## src/rtl/riscv_pkg.sv

```systemverilog
// Shared definitions for the instruction-fetch slice.
//   XLEN          : datapath width
//   NOP_INSTR     : addi x0,x0,0, placed in IF/ID whenever it holds no instruction
//   fetch_state_t : fetch controller states
//   word_align    : clears the two byte-offset bits of an address
package riscv_pkg;

  localparam int XLEN = 32;

  localparam logic [XLEN-1:0] NOP_INSTR = 32'h0000_0013;

  typedef enum logic [1:0] {
    BOOT = 2'd0,
    REQ  = 2'd1,
    HOLD = 2'd2,
    DROP = 2'd3
  } fetch_state_t;

  function automatic logic [XLEN-1:0] word_align(input logic [XLEN-1:0] addr);
    return {addr[XLEN-1:2], 2'b00};
  endfunction

endpackage

```

## src/rtl/fetch_holdbuf.sv

```systemverilog
// One-entry skid register for a fetch response that arrives while the
// pipeline is stalled.
// Ports:
//   clk, rst           : clock, asynchronous active-high reset
//   load               : capture {load_pc, load_instr}
//   clear              : empty the entry (wins over load)
//   load_pc, load_instr: data to capture
//   valid, pc, instr   : registered contents
module fetch_holdbuf
  import riscv_pkg::*;
(
  input  logic            clk,
  input  logic            rst,
  input  logic            load,
  input  logic            clear,
  input  logic [XLEN-1:0] load_pc,
  input  logic [XLEN-1:0] load_instr,
  output logic            valid,
  output logic [XLEN-1:0] pc,
  output logic [XLEN-1:0] instr
);

  // Entry storage: clear has priority so a redirect always empties the buffer.
  always_ff @(posedge clk or posedge rst) begin
    if (rst) begin
      valid <= 1'b0;
      pc    <= 32'h0000_0000;
      instr <= NOP_INSTR;
    end else if (clear) begin
      valid <= 1'b0;
      pc    <= pc;
      instr <= instr;
    end else if (load) begin
      valid <= 1'b1;
      pc    <= load_pc;
      instr <= load_instr;
    end else begin
      valid <= valid;
      pc    <= pc;
      instr <= instr;
    end
  end

endmodule

```

## src/rtl/fetch_unit.sv

```systemverilog
// Instruction-fetch stage: holds the PC, issues single-outstanding requests
// to instruction memory, loads the IF/ID register and redirects on a taken
// branch (squashing the wrong-path fetch).
// Ports:
//   clk, rst              : clock, asynchronous active-high reset
//   stall                 : hazard stall, IF/ID and PC hold
//   BrTaken, BrTarget     : redirect request from the branch unit
//   imem_req, imem_addr   : fetch request / address (stable until accepted)
//   imem_rdata, imem_valid: fetch response (zero-wait or later)
//   ifid_pc/pc4/instr/valid : IF/ID pipeline register
//   flush                 : combinational, BrTaken outside BOOT
//   misalign              : one-cycle pulse for a redirect to a non-word address
module fetch_unit
  import riscv_pkg::*;
#(
  parameter logic [31:0] RESET_PC  = 32'h0000_0000,
  parameter logic [31:0] NOP_INSTR = riscv_pkg::NOP_INSTR
) (
  input  logic        clk,
  input  logic        rst,
  input  logic        stall,
  input  logic        BrTaken,
  input  logic [31:0] BrTarget,
  output logic        imem_req,
  output logic [31:0] imem_addr,
  input  logic [31:0] imem_rdata,
  input  logic        imem_valid,
  output logic [31:0] ifid_pc,
  output logic [31:0] ifid_pc4,
  output logic [31:0] ifid_instr,
  output logic        ifid_valid,
  output logic        flush,
  output logic        misalign
);

  fetch_state_t state_r;
  logic [31:0]  pc_r;
  logic [31:0]  drop_addr_r;

  logic         hb_load_s;
  logic         hb_clear_s;
  logic         hb_valid_s;
  logic [31:0]  hb_pc_s;
  logic [31:0]  hb_instr_s;

  fetch_holdbuf u_holdbuf (
    .clk        (clk),
    .rst        (rst),
    .load       (hb_load_s),
    .clear      (hb_clear_s),
    .load_pc    (pc_r),
    .load_instr (imem_rdata),
    .valid      (hb_valid_s),
    .pc         (hb_pc_s),
    .instr      (hb_instr_s)
  );

  // Request and address are pure decodes of registered state; in DROP the
  // stale address is re-presented until memory completes it.
  assign imem_req  = (state_r == REQ) || (state_r == DROP);
  assign imem_addr = (state_r == DROP) ? drop_addr_r : pc_r;
  assign flush     = BrTaken && (state_r != BOOT);

  // Hold-buffer control: capture a response that lands during a stall,
  // release it when the stall drops or a redirect kills it.
  always_comb begin
    hb_load_s  = 1'b0;
    hb_clear_s = 1'b0;
    if (state_r == REQ) begin
      hb_load_s = !BrTaken && imem_valid && stall;
    end else if (state_r == HOLD) begin
      hb_clear_s = BrTaken || !stall;
    end else begin
      hb_load_s  = 1'b0;
      hb_clear_s = 1'b0;
    end
  end

  // Fetch controller, PC and IF/ID register. Priority in REQ is
  // redirect > response > stall.
  always_ff @(posedge clk or posedge rst) begin
    if (rst) begin
      state_r     <= BOOT;
      pc_r        <= RESET_PC;
      drop_addr_r <= 32'h0000_0000;
      ifid_pc     <= 32'h0000_0000;
      ifid_pc4    <= 32'h0000_0000;
      ifid_instr  <= NOP_INSTR;
      ifid_valid  <= 1'b0;
      misalign    <= 1'b0;
    end else begin
      misalign <= 1'b0;
      case (state_r)
        BOOT: begin
          state_r <= REQ;
        end
        REQ: begin
          if (BrTaken) begin
            pc_r       <= word_align(BrTarget);
            misalign   <= |BrTarget[1:0];
            ifid_valid <= 1'b0;
            ifid_instr <= NOP_INSTR;
            // A response arriving now completes the request, so no drain needed.
            if (imem_valid) begin
              state_r <= REQ;
            end else begin
              drop_addr_r <= pc_r;
              state_r     <= DROP;
            end
          end else if (imem_valid) begin
            if (!stall) begin
              ifid_pc    <= pc_r;
              ifid_pc4   <= pc_r + 32'd4;
              ifid_instr <= imem_rdata;
              ifid_valid <= 1'b1;
              pc_r       <= pc_r + 32'd4;
            end else begin
              state_r <= HOLD;
            end
          end else if (!stall) begin
            ifid_valid <= 1'b0;
            ifid_instr <= NOP_INSTR;
          end else begin
            state_r <= REQ;
          end
        end
        HOLD: begin
          if (BrTaken) begin
            pc_r       <= word_align(BrTarget);
            misalign   <= |BrTarget[1:0];
            ifid_valid <= 1'b0;
            ifid_instr <= NOP_INSTR;
            state_r    <= REQ;
          end else if (!stall && hb_valid_s) begin
            ifid_pc    <= hb_pc_s;
            ifid_pc4   <= hb_pc_s + 32'd4;
            ifid_instr <= hb_instr_s;
            ifid_valid <= 1'b1;
            pc_r       <= hb_pc_s + 32'd4;
            state_r    <= REQ;
          end else begin
            state_r <= HOLD;
          end
        end
        DROP: begin
          if (BrTaken) begin
            pc_r       <= word_align(BrTarget);
            misalign   <= |BrTarget[1:0];
            ifid_valid <= 1'b0;
            ifid_instr <= NOP_INSTR;
          end else begin
            pc_r <= pc_r;
          end
          // Stale response is discarded; fetch resumes at the current PC.
          if (imem_valid) begin
            state_r <= REQ;
          end else begin
            state_r <= DROP;
          end
        end
        default: begin
          state_r <= BOOT;
        end
      endcase
    end
  end

endmodule

```

## config.mk

```make
export PLATFORM = sky130hd
export DESIGN_NAME = fetch_unit
export DESIGN_NICKNAME = d
export VERILOG_FILES = /design/src/rtl/riscv_pkg.sv /design/src/rtl/fetch_holdbuf.sv /design/src/rtl/fetch_unit.sv
export SDC_FILE = /design/constraint.sdc
export NUM_CORES = 1
export LEC_CHECK = 0
export CAP_MARGIN = 0
export CELL_PAD_IN_SITES_DETAIL_PLACEMENT = 0
export CELL_PAD_IN_SITES_GLOBAL_PLACEMENT = 1
export CORE_ASPECT_RATIO = 1.5
export CORE_MARGIN = 4
export CORE_UTILIZATION = 28
export DETAILED_ROUTE_END_ITERATION = 6
export GPL_ROUTABILITY_DRIVEN = 0
export HOLD_SLACK_MARGIN = 0.08
export PLACE_DENSITY_LB_ADDON = 0.15
export REMOVE_ABC_BUFFERS = 1
export SLEW_MARGIN = 20
export SYNTH_ARGS = -nofsm -noshare
export SYNTH_HDL_FRONTEND = slang
export SYNTH_SLANG_ARGS = --single-unit
```

## constraint.sdc

```tcl
create_clock -name clk -period 23 [get_ports clk]
set_input_delay 4.6 -clock clk [delete_from_list [all_inputs] [get_ports clk]]
set_output_delay 4.6 -clock clk [all_outputs]
set_load 0.005 [all_outputs]
```

Word level (Yosys, flattened, before mapping)
Index checks and enable logic that the tools add are counted.
- register bits after elaboration: 229
- latch bits: 0
- RAM bits: 0
- bits in read-only memories: 0
- bits of input ports: 69
- output and inout bits: 132
- logic and storage cells: 96
- memories: 0
- add/sub/neg operators: 2
- multipliers: 0
- divide/modulo/power cells: 0
- magnitude comparators: 0
- eq/ne operators: 13
- shift-type cells: 0
- muxes and demuxes: 48
- bitwise gates (word level): 2
- reductions and logical operators: 20
- operators by type and width (operator ; count):
    $mux 32 ; 21
    $pmux 32 s3 ; 2
    $pmux 32 s2 ; 2
    $add 32x3->32 const B ; 2
    $mux 1 ; 14
    $mux 2 ; 7
    $ne 2x2->1 const B ; 5
    $ne 3x3->1 const B ; 3
    $pmux 2 s4 ; 1
    $reduce_and 6->1 ; 1
    $reduce_bool 2->1 ; 3
    $reduce_and 5->1 ; 1
    $eq 2x2->1 const B ; 2
    $logic_and 1x1->1 ; 4
    $reduce_and 4->1 ; 1
    $ne 3x2->1 const B ; 1
    $pmux 1 s3 ; 1
    $reduce_and 3->1 ; 1
    $reduce_bool 3->1 ; 1
    $reduce_or 3->1 ; 1
    $eq 2x1->1 const B ; 1
    $logic_not 1->1 ; 2
    $logic_not 2->1 ; 1
    $logic_or 1x1->1 ; 2
    4 further kinds ; 5

Depth between registers and ports, before layout
Gate-level depths: netlist of run 1.
- depth after elaboration: 6
- mapped depth: 10
- depth with buffers taken out: 8

Hierarchy
Synthesis of run 1 repeated with hierarchy kept, for this count alone.
- cell total of the unflattened synthesis: 1131
- area total of the unflattened synthesis: 11780.0 um2
- modules (own cells, without submodules) (module ; times used ; cells each ; area each (um2)):
    fetch_unit ; 1 ; 991 ; 9038.7
    fetch_holdbuf ; 1 ; 140 ; 2741.4

Least setup slack after synthesis of run 1
Ideal clock, no wire load.
- path type: input port to output port
- start point: in BrTaken
- end point: out flush
- arrival: 4.956 ns
- required time: 18.400 ns
- path slack: 13.444 ns
- stages: 3
- cells stage by stage: clkbuf_8 inv_2 nor2_1
- word-level cells in the longest chain between the ends: 1
- RTL lines (item ; RTL line ; RTL):
    start, declared ; fetch_unit.sv:22 ; input logic BrTaken,
    $logic_and 1x1->1 ; fetch_unit.sv:62 ; assign flush = BrTaken && (state_r != BOOT);
    end, declared ; fetch_unit.sv:32 ; output logic flush,
Every way passes these cells.

Final worst setup path of run 1
Ends and elaborated chain as after synthesis.

==> results of run 1 <==
## synth_stat cells (10+ instances only)
| cell type | number | area [um2] |
|---|---|---|
| a21oi_1 | 33 | 165.2 |
| a221oi_1 | 11 | 96.34 |
| a22oi_1 | 42 | 315.3 |
| a31oi_1 | 35 | 219.0 |
| and3_1 | 12 | 75.07 |
| and4_1 | 12 | 105.1 |
| buf_2 | 16 | 80.08 |
| clkbuf_1 | 64 | 240.2 |
| dfrtp_1 | 221 | 5530 |
| inv_1 | 12 | 45.04 |
| mux2_2 | 118 | 1329 |
| nand2_1 | 194 | 728.2 |
| nand3_1 | 22 | 110.1 |
| nand4_1 | 18 | 112.6 |
| nor2_1 | 82 | 307.8 |
| nor3_1 | 10 | 50.05 |
| o21ai_0 | 90 | 450.4 |
| o22ai_1 | 12 | 75.07 |
| xnor2_1 | 33 | 289.0 |
| xor2_1 | 22 | 192.7 |
## metrics by stage
stage	util	hold slack (ns)
2_1_floorplan	-	0.4460
3_5_place_dp	0.3419	0.4609
6_report	0.3632	0.4796
4_1_cts	0.3632	0.4799
3_3_place_gp	0.3419	0.4555
5_1_grt	0.3632	0.5066
## per-layer routing
layer / track usage / up-vias / wire length [um]
met5: 0 / - / 27
met4: 0.04701 / 4 / 946
met3: 0.04787 / 47 / 2777
met2: 0.3153 / 258 / 20040
met1: 0.2134 / 4503 / 15980
li1: - / 4368 / -
## final timing paths
check	start	to	slack, ns
max in group asynchronous	rst	u_holdbuf.instr[22]	16.94
min in group asynchronous	rst	drop_addr_r[7]	4.58
worst max register to register	state_r[1]	ifid_pc4[18]	19.34
worst min-delay path	ifid_pc4[2]	ifid_pc4[2]	0.48
worst max-delay path	BrTaken	flush	11.88
worst min register to register	ifid_pc4[2]	ifid_pc4[2]	0.48
## where the power goes
part           leakage, nW  internal (W)  switching [W]
sequential            2.76      0.000554       0.000167
clock                0.422      0.000253       0.000171
combinational         2.78      0.000328       0.000236
## state kept, by name, summed over array words and instances (netlist names)
name	cells
ifid_valid	1
drop_addr_r	32
ifid_pc4	30
ifid_pc	32
misalign	1
u_holdbuf.valid	1
ifid_instr	32
pc_r	32
state_r	2
u_holdbuf.pc	32
u_holdbuf.instr	32
## cell type report
cell class,count,area [um2],share of cell area
inverters,13,56.30,0.003856
multi-input cells,812,5239,0.3588
repair buffers,217,2130,0.1458
clock inverters,6,80.08,0.005484
clock buffers,40,774.5,0.05304
flip-flops and latches,227,5688,0.3895
diodes,1,2.502,0.0001714
well taps,506,633.1,0.04336
## cell families (layout without fill, tap and decap cells)
logic type,count (synthesis),after routing,synth area share
adder cells (fa/ha/maj),5,5,0.005484
other,0,1,0
multiplexers,124,124,0.1217
XOR/XNOR,55,55,0.04222
buffers and inverters,113,276,0.04760
AND/OR/NAND/NOR,373,373,0.1453
flip-flops,227,227,0.4986
AO/OA/AOI/OAI,255,255,0.1391
## worst max-delay path: stages
cell             delay, ns
clkdlybuf4s50_1       0.86
inv_2                 0.24
nor2_1                0.26
clkdlybuf4s50_1       0.55
==> flow_metrics.py, run 1 <==
metrics = {
    "timing": {
        "grt_setup_unrepaired": "false",
        "post-route-min-period_ns": 11.12,
        "fmax_mhz": 89.92,
        "tns_ns": 0,
        "setup_ws_ns": 11.88,
        "setup_violations": 0,
        "fin_skew_ns": 0.01943,
        "min_period_over_period": 0.4835,
        "worst_slew_pin_slew_ns": 1.033,
        "hold_viol": 0,
        "slew_viol_final": 0,
        "maxSlewHeadroom": 0.3115,
    },
    "power_and_ir_drop": {
        "power_density_mw_per_mm2": 117.0,
        "p_leak_nw": 5.952,
        "peakVddDrop_mv": 0.04368,
        "power_w": 0.001709,
    },
    "worst_setup_path": {
        "critPathArrivalTime_ns": 6.52,
        "rr_worst_depth": 8,
        "critPathCaptureType": "output port",
        "cp.required_ns": 18.40,
        "worstSetupStartpointType": "input port",
        "worstSetupPathType": "input port to output port",
        "cp_max_fo": 11,
    },
    "routing": {
        "wirelength_um": 39780,
        "wl_per_cell_um": 21.83,
        "first_pass_iters": 5,
        "drcViolationCount": 0,
        "num_vias": 9180,
        "ant_nets": 0,
        "vias_per_cell": 5.038,
        "drtIter0Drc": 469,
    },
    "clock_network": {
        "postCtsHoldBufs": 0,
        "clk_pin_slew_ns": 0.06,
        "clk_latency_ns": 0.55,
        "htreeDepth": 1,
        "cts_resized": 0,
        "cts_setup_buffers": 0,
        "clockBufferDepth": 3,
        "cts_buffers": 26,
        "root_buffer": "clkbuf_16",
        "cts_tree": "built",
        "cts.sinks": 227,
    },
    "floorplan": {
        "start_util": 0.2838,
        "chipWidth_um": 172.8,
        "die_area_mm2": 0.04410,
        "rows": 90,
        "dieHeight_um": 255.2,
        "coreArea_mm2": 0.04020,
        "io_pins": 201,
    },
    "worst_hold_path": {
        "min_path_type": "register to register",
        "hold_depth": 2,
    },
    "global_routing": {
        "grt_pass1_vias": 9644,
        "grt_overflow": 0,
        "grt_pass1_wl_um": 61220,
        "grt_max_degree": 128,
        "globalRouteTotalUtil": 0.1772,
        "antenna_found_initial": 4,
    },
    "placement": {
        "dp_cells": 1775,
        "dpl.hpwl_um": 26060,
        "place_area_mm2": 0.01375,
        "numPortBuffers": 200,
        "post-place-ws_ns": 11.85,
    },
    "final_layout": {
        "final_cells": 1822,
        "nNetsFinal": 1371,
        "nFillCells": 4111,
        "syn2layout_area_growth_pct": 28.00,
        "drive_gt1_frac": 0.1490,
        "final_area_mm2": 0.01460,
        "final_cell_mix": "221 x dfrtp_1, 200 x clkdlybuf4s50_1, 194 x nand2_1",
        "mostFrequentLayoutCell": "dfrtp_1",
    },
    "logic_synthesis": {
        "synth_edf_count": 0,
        "avgSynthCellArea_um2": 9.903,
        "synthFlopType": "dfrtp_1",
        "yosys_warnings": 0,
        "ys_types": 56,
        "ys_ff_latch": 227,
        "synthCells": 1152,
        "synth_area_mm2": 0.01141,
        "async_reset_ff_frac": 1.000,
        "synth_seq_area_share": 0.4986,
    },
    "job": {
        "maxCapViolations": 0,
    },
    "outcome": {
        "status": "finished, final reports clean",
    },
}
(Power assumes the default switching activity.)
==> run 2: changes to the inputs <==
==> constraint.sdc (replaced) <==
create_clock -name clk -period 11.5 [get_ports clk]
set_input_delay 2.3 -clock clk [delete_from_list [all_inputs] [get_ports clk]]
set_output_delay 2.3 -clock clk [all_outputs]
set_load 0.005 [all_outputs]
==> run 2 against run 1 <==
  * Utilization is essentially flat
  * Clock power grew 100%
  * Critical path depth is the same
  * First-iteration DRC count shrank 2.3%
  * Final area is essentially flat
  * Via count grew 1.3%
  * Count of clock-buffer cells in the layout shrank 3
  * Combinational power grew 100%
  * Cell count grew 0.16%
  * Largest cell class unchanged
  * Highest routed layer unchanged
==> flow_metrics.py, run 2 (same netlist as run 1, synthesis figures left out) <==
metrics = {
    "timing": {
        "fmax_mhz": 154.0,
        "worst_slew_pin_slew_ns": 1.061,
        "maxSlewHeadroom": 0.2898,
        "post-route-min-period_ns": 6.495,
        "slew_viol_final": 0,
        "setup_violations": 0,
        "fin_skew_ns": 0.008794,
        "hold_viol": 0,
        "grt_setup_unrepaired": "false",
        "tns_ns": 0,
        "setup_ws_ns": 5.005,
        "min_period_over_period": 0.5648,
    },
    "final_layout": {
        "mostFrequentLayoutCell": "dfrtp_1",
        "nNetsFinal": 1371,
        "multi_input_area_mm2": 0.005239,
        "register_area_mm2": 0.005688,
        "drive_gt1_frac": 0.1519,
        "final_area_mm2": 0.01461,
        "syn2layout_area_growth_pct": 28.05,
        "nFillCells": 4041,
        "final_cell_mix": "221 x dfrtp_1, 200 x clkdlybuf4s50_1, 194 x nand2_1",
    },
    "worst_setup_path": {
        "critPathArrivalTime_ns": 4.20,
        "timing.rr.end": "ifid_pc4[18]",
        "cp_max_fo": 11,
        "rrSetupSlack_ns": 7.91,
        "timing.rr.start": "state_r[1]",
        "rr_worst_depth": 8,
        "worstSetupStartpointType": "input port",
        "worstSetupPathType": "input port to output port",
        "crit_chain": "clkdlybuf4s50_1, inv_2, nor2_1, clkdlybuf4s50_1",
        "crit_top_cell": "clkdlybuf4s50_1",
        "cp.required_ns": 9.20,
        "critPathCaptureType": "output port",
        "cp_slowest_cell": "clkdlybuf4s50_1",
        "cpPeakStageDelay_ns": 0.87,
    },
    "global_routing": {
        "grt_pass1_wl_um": 60670,
        "antenna_found_initial": 4,
        "grt_pass1_vias": 9761,
        "grt_overflow": 0,
        "grt_max_degree": 110,
        "globalRouteTotalUtil": 0.1753,
    },
    "routing": {
        "wirelength_um": 39700,
        "vias_per_cell": 5.093,
        "num_vias": 9295,
        "wl_per_cell_um": 21.75,
        "first_pass_iters": 6,
        "drcViolationCount": 0,
        "drtIter0Drc": 458,
        "ant_nets": 0,
    },
    "worst_hold_path": {
        "min_to": "ifid_pc4[26]",
        "hold_depth": 2,
        "min_path_type": "register to register",
        "holdCritStartpoint": "ifid_pc4[26]",
    },
    "clock_network": {
        "clk_pin_slew_ns": 0.06,
        "cts_buffers": 26,
        "clockBufferDepth": 3,
        "cts_tree": "built",
        "postCtsHoldBufs": 0,
        "root_buffer": "clkbuf_16",
        "cts_setup_buffers": 0,
        "cts_resized": 0,
        "cts.sinks": 227,
        "clk_latency_ns": 0.54,
        "htreeDepth": 1,
    },
    "outcome": {
        "status": "finished, final reports clean",
    },
    "floorplan": {
        "start_util": 0.2838,
        "rows": 90,
        "chipWidth_um": 172.8,
        "coreArea_mm2": 0.04020,
        "die_area_mm2": 0.04410,
        "io_pins": 201,
        "dieHeight_um": 255.2,
    },
    "job": {
        "maxCapViolations": 0,
    },
    "placement": {
        "dpl.hpwl_um": 26170,
        "numPortBuffers": 200,
        "post-place-ws_ns": 4.974,
        "place_area_mm2": 0.01375,
    },
    "power_and_ir_drop": {
        "peakVddDrop_mv": 0.09452,
        "power_w": 0.003421,
        "power_density_mw_per_mm2": 234.2,
        "p_leak_nw": 5.962,
    },
}
==> run 2: power breakdown <==
group | switching [W] | internal (W)
sequential | 0.000335 | 0.00111
combinational | 0.000472 | 0.000655
clock | 0.000351 | 0.000499
total | 0.00116 | 0.00226
==> run 2: worst max-delay path by stage <==
| stage | from | end | cells after the start |
|---|---|---|---|
| 5_1_grt | BrTaken | flush | 4 |
| 3_5_place_dp | BrTaken | flush | 4 |
| 4_1_cts | BrTaken | flush | 4 |
| 6_report | BrTaken | flush | 4 |
| 2_1_floorplan | rst | drop_addr_r[0] | 1 |
| 3_3_place_gp | BrTaken | flush | 4 |
==> run 2: through the flow <==
step | hold WS, ns | utilization | instances
5_1_grt | 0.5000 | 0.3633 | 1823
3_3_place_gp | 0.4544 | 0.3419 | 1775
4_1_cts | 0.4819 | 0.3633 | 1823
3_5_place_dp | 0.4622 | 0.3419 | 1775
2_1_floorplan | 0.4460 | - | 1052
6_report | 0.4757 | 0.3634 | 1825
==> run 2: metal layers <==
layer | vias to the layer above | routed length (um) | part of all wire | track usage
li1 | 4355 | - | - | -
met1 | 4588 | 15410 | 0.39 | 0.2023
met2 | 294 | 20380 | 0.51 | 0.3209
met3 | 54 | 2972 | 0.075 | 0.04950
met4 | 4 | 905 | 0.023 | 0.04610
met5 | - | 34 | 0.00086 | 0
==> run 2: critical path: cells and delay by family <==
| family | cells | cell delay (ns) |
|---|---|---|
| buffers and inverters | 3 | 1.65 |
| AND/OR/NAND/NOR | 1 | 0.24 |
==> run 2: layout make-up <==
cell class	instances	area share
diodes	2	0.0003426
clock inverters	11	0.007194
repair buffers	217	0.1458
well taps	506	0.04334
multi-input cells	812	0.3586
flip-flops and latches	227	0.3893
inverters	13	0.003854
clock buffers	37	0.05156
==> run 3: changes to the inputs <==
==> constraint.sdc (replaced) <==
create_clock -name clk -period 6.7 [get_ports clk]
set_input_delay 1.34 -clock clk [delete_from_list [all_inputs] [get_ports clk]]
set_output_delay 1.34 -clock clk [all_outputs]
set_load 0.005 [all_outputs]
==> run 3 against run 2 <==
  * Combinational power rose by 72%
  * First-iteration DRC count rose by 1.1%
  * Critical path depth did not move
  * Clock skew rose by 0.0062 ns
  * Sequential share of layout area rose by 0.050 points
  * Utilization barely moved
  * Count of clock-buffer cells in the layout rose by 2
  * Via count fell by 0.91%
  * Final area fell by 0.13%
  * Critical endpoint unchanged
  * Highest routed layer unchanged
==> flow_metrics.py, run 3 (same netlist as run 1, synthesis figures left out) <==
metrics = {
    "final_layout": {
        "finish.utilization": 0.3629,
        "syn2layout_area_growth_pct": 27.89,
        "drive_gt1_frac": 0.1492,
        "mostFrequentLayoutCell": "dfrtp_1",
        "final_cell_mix": "221 x dfrtp_1, 200 x clkdlybuf4s50_1, 194 x nand2_1",
        "nNetsFinal": 1370,
    },
    "routing": {
        "ant_nets": 0,
        "first_pass_iters": 5,
        "wirelength_um": 39630,
        "wl_per_cell_um": 21.75,
        "vias_per_cell": 5.055,
        "drcViolationCount": 0,
        "drtIter0Drc": 463,
        "num_vias": 9210,
    },
    "placement": {
        "numPortBuffers": 200,
        "post-place-ws_ns": 2.086,
        "dpl.hpwl_um": 26430,
    },
    "global_routing": {
        "grt_max_degree": 115,
        "grt_overflow": 0,
        "antenna_found_initial": 3,
        "grt_pass1_wl_um": 60930,
        "grt_pass1_vias": 9614,
        "globalRouteTotalUtil": 0.1764,
    },
    "worst_setup_path": {
        "crit_family": "buffers and inverters",
        "worstSetupPathType": "input port to output port",
        "cp_slowest_cell": "clkdlybuf4s50_1",
        "worstSetupStartpointType": "input port",
        "cpPeakStageDelay_ns": 0.86,
        "critPathCaptureType": "output port",
        "critPathArrivalTime_ns": 3.27,
        "crit_chain": "clkdlybuf4s50_1, inv_2, nor2_1, clkdlybuf4s50_1",
        "cp_max_fo": 11,
        "crit_top_cell": "clkdlybuf4s50_1",
        "cp.required_ns": 5.36,
        "crit_buf_inv": 3,
    },
    "floorplan": {
        "die_area_mm2": 0.04410,
        "start_util": 0.2838,
        "dieHeight_um": 255.2,
        "chipWidth_um": 172.8,
        "io_pins": 201,
        "coreArea_mm2": 0.04020,
        "rows": 90,
    },
    "clock_network": {
        "cts_setup_buffers": 0,
        "cts_resized": 0,
        "cts.sinks": 227,
        "cts_tree": "built",
        "clk_pin_slew_ns": 0.06,
        "clockBufferDepth": 3,
        "htreeDepth": 1,
        "root_buffer": "clkbuf_16",
        "cts_buffers": 25,
        "postCtsHoldBufs": 0,
        "clk_latency_ns": 0.54,
    },
    "timing": {
        "setup_ws_ns": 2.092,
        "hold_viol": 0,
        "worst_slew_pin_slew_ns": 1.021,
        "post-route-min-period_ns": 4.608,
        "tns_ns": 0,
        "fmax_mhz": 217.0,
        "slew_viol_final": 0,
        "grt_setup_unrepaired": "false",
        "maxSlewHeadroom": 0.3100,
        "fin_skew_ns": 0.01498,
        "min_period_over_period": 0.6877,
        "setup_violations": 0,
    },
    "power_and_ir_drop": {
        "power_w": 0.005812,
        "p_leak_nw": 5.940,
        "power_density_mw_per_mm2": 398.4,
        "peakVddDrop_mv": 0.2227,
    },
    "job": {
        "maxCapViolations": 0,
    },
    "outcome": {
        "status": "finished, final reports clean",
    },
    "worst_hold_path": {
        "min_path_type": "register to register",
    },
}
-- run 3: worst reg2reg max path, stage by stage (launching register included) --
cell      delay (ns)
dfrtp_1         0.62
nor2b_4         0.66
buf_4           0.49
nand2_1         0.19
a211oi_4        0.82
nand2_1         0.52
o22ai_1         0.24
a21oi_1         0.06
-- run 3: layout make-up --
cell class | instances | area, um2
Clock inverter | 6 | 58.81
Sequential cell | 227 | 5688
Multi-Input combinational cell | 812 | 5246
Fill cell | 4078 | 25610
Timing Repair Buffer | 217 | 2155
Tap cell | 506 | 633.1
Clock buffer | 39 | 748.2
Inverter | 13 | 56.30
Antenna cell | 2 | 5.005
-- run 3: where the power goes --
group          total [W]  leakage, nW  switching, W  internal (W)
Sequential       0.00248         2.76      0.000576       0.00190
Clock            0.00139        0.401      0.000590      0.000803
Combinational    0.00194         2.78      0.000812       0.00113
-- run 3: path summary, 6_finish.rpt --
path / from / end / slack [ns] / cells past startpoint
worst max-delay path: BrTaken / flush / 2.09 / 4
worst min-delay path: ifid_pc4[26] / ifid_pc4[26] / 0.47 / 2
worst max register to register: state_r[1] / ifid_pc4[18] / 2.96 / 7
worst min register to register: ifid_pc4[26] / ifid_pc4[26] / 0.47 / 2
max in group asynchronous: rst / u_holdbuf.pc[1] / 4.12 / 3
min in group asynchronous: rst / ifid_pc4[7] / 1.36 / 2
-- run 3: stage by stage --
stage                     cell area [um2]  std cells  hold slack [ns]
after global routing                14590       1820           0.5055
after floorplan                     10910       1052           0.4460
final                               14590       1822           0.4662
after detailed placement            13780       1775           0.4617
after CTS                           14580       1820           0.4754
after global placement              13770       1775           0.4565
-- run 3: layer usage --
layer,track usage,part of all wire
met4,0.05477,0.030
met2,0.3152,0.50
met3,0.04492,0.063
met1,0.2098,0.40
met5,0,0.00033
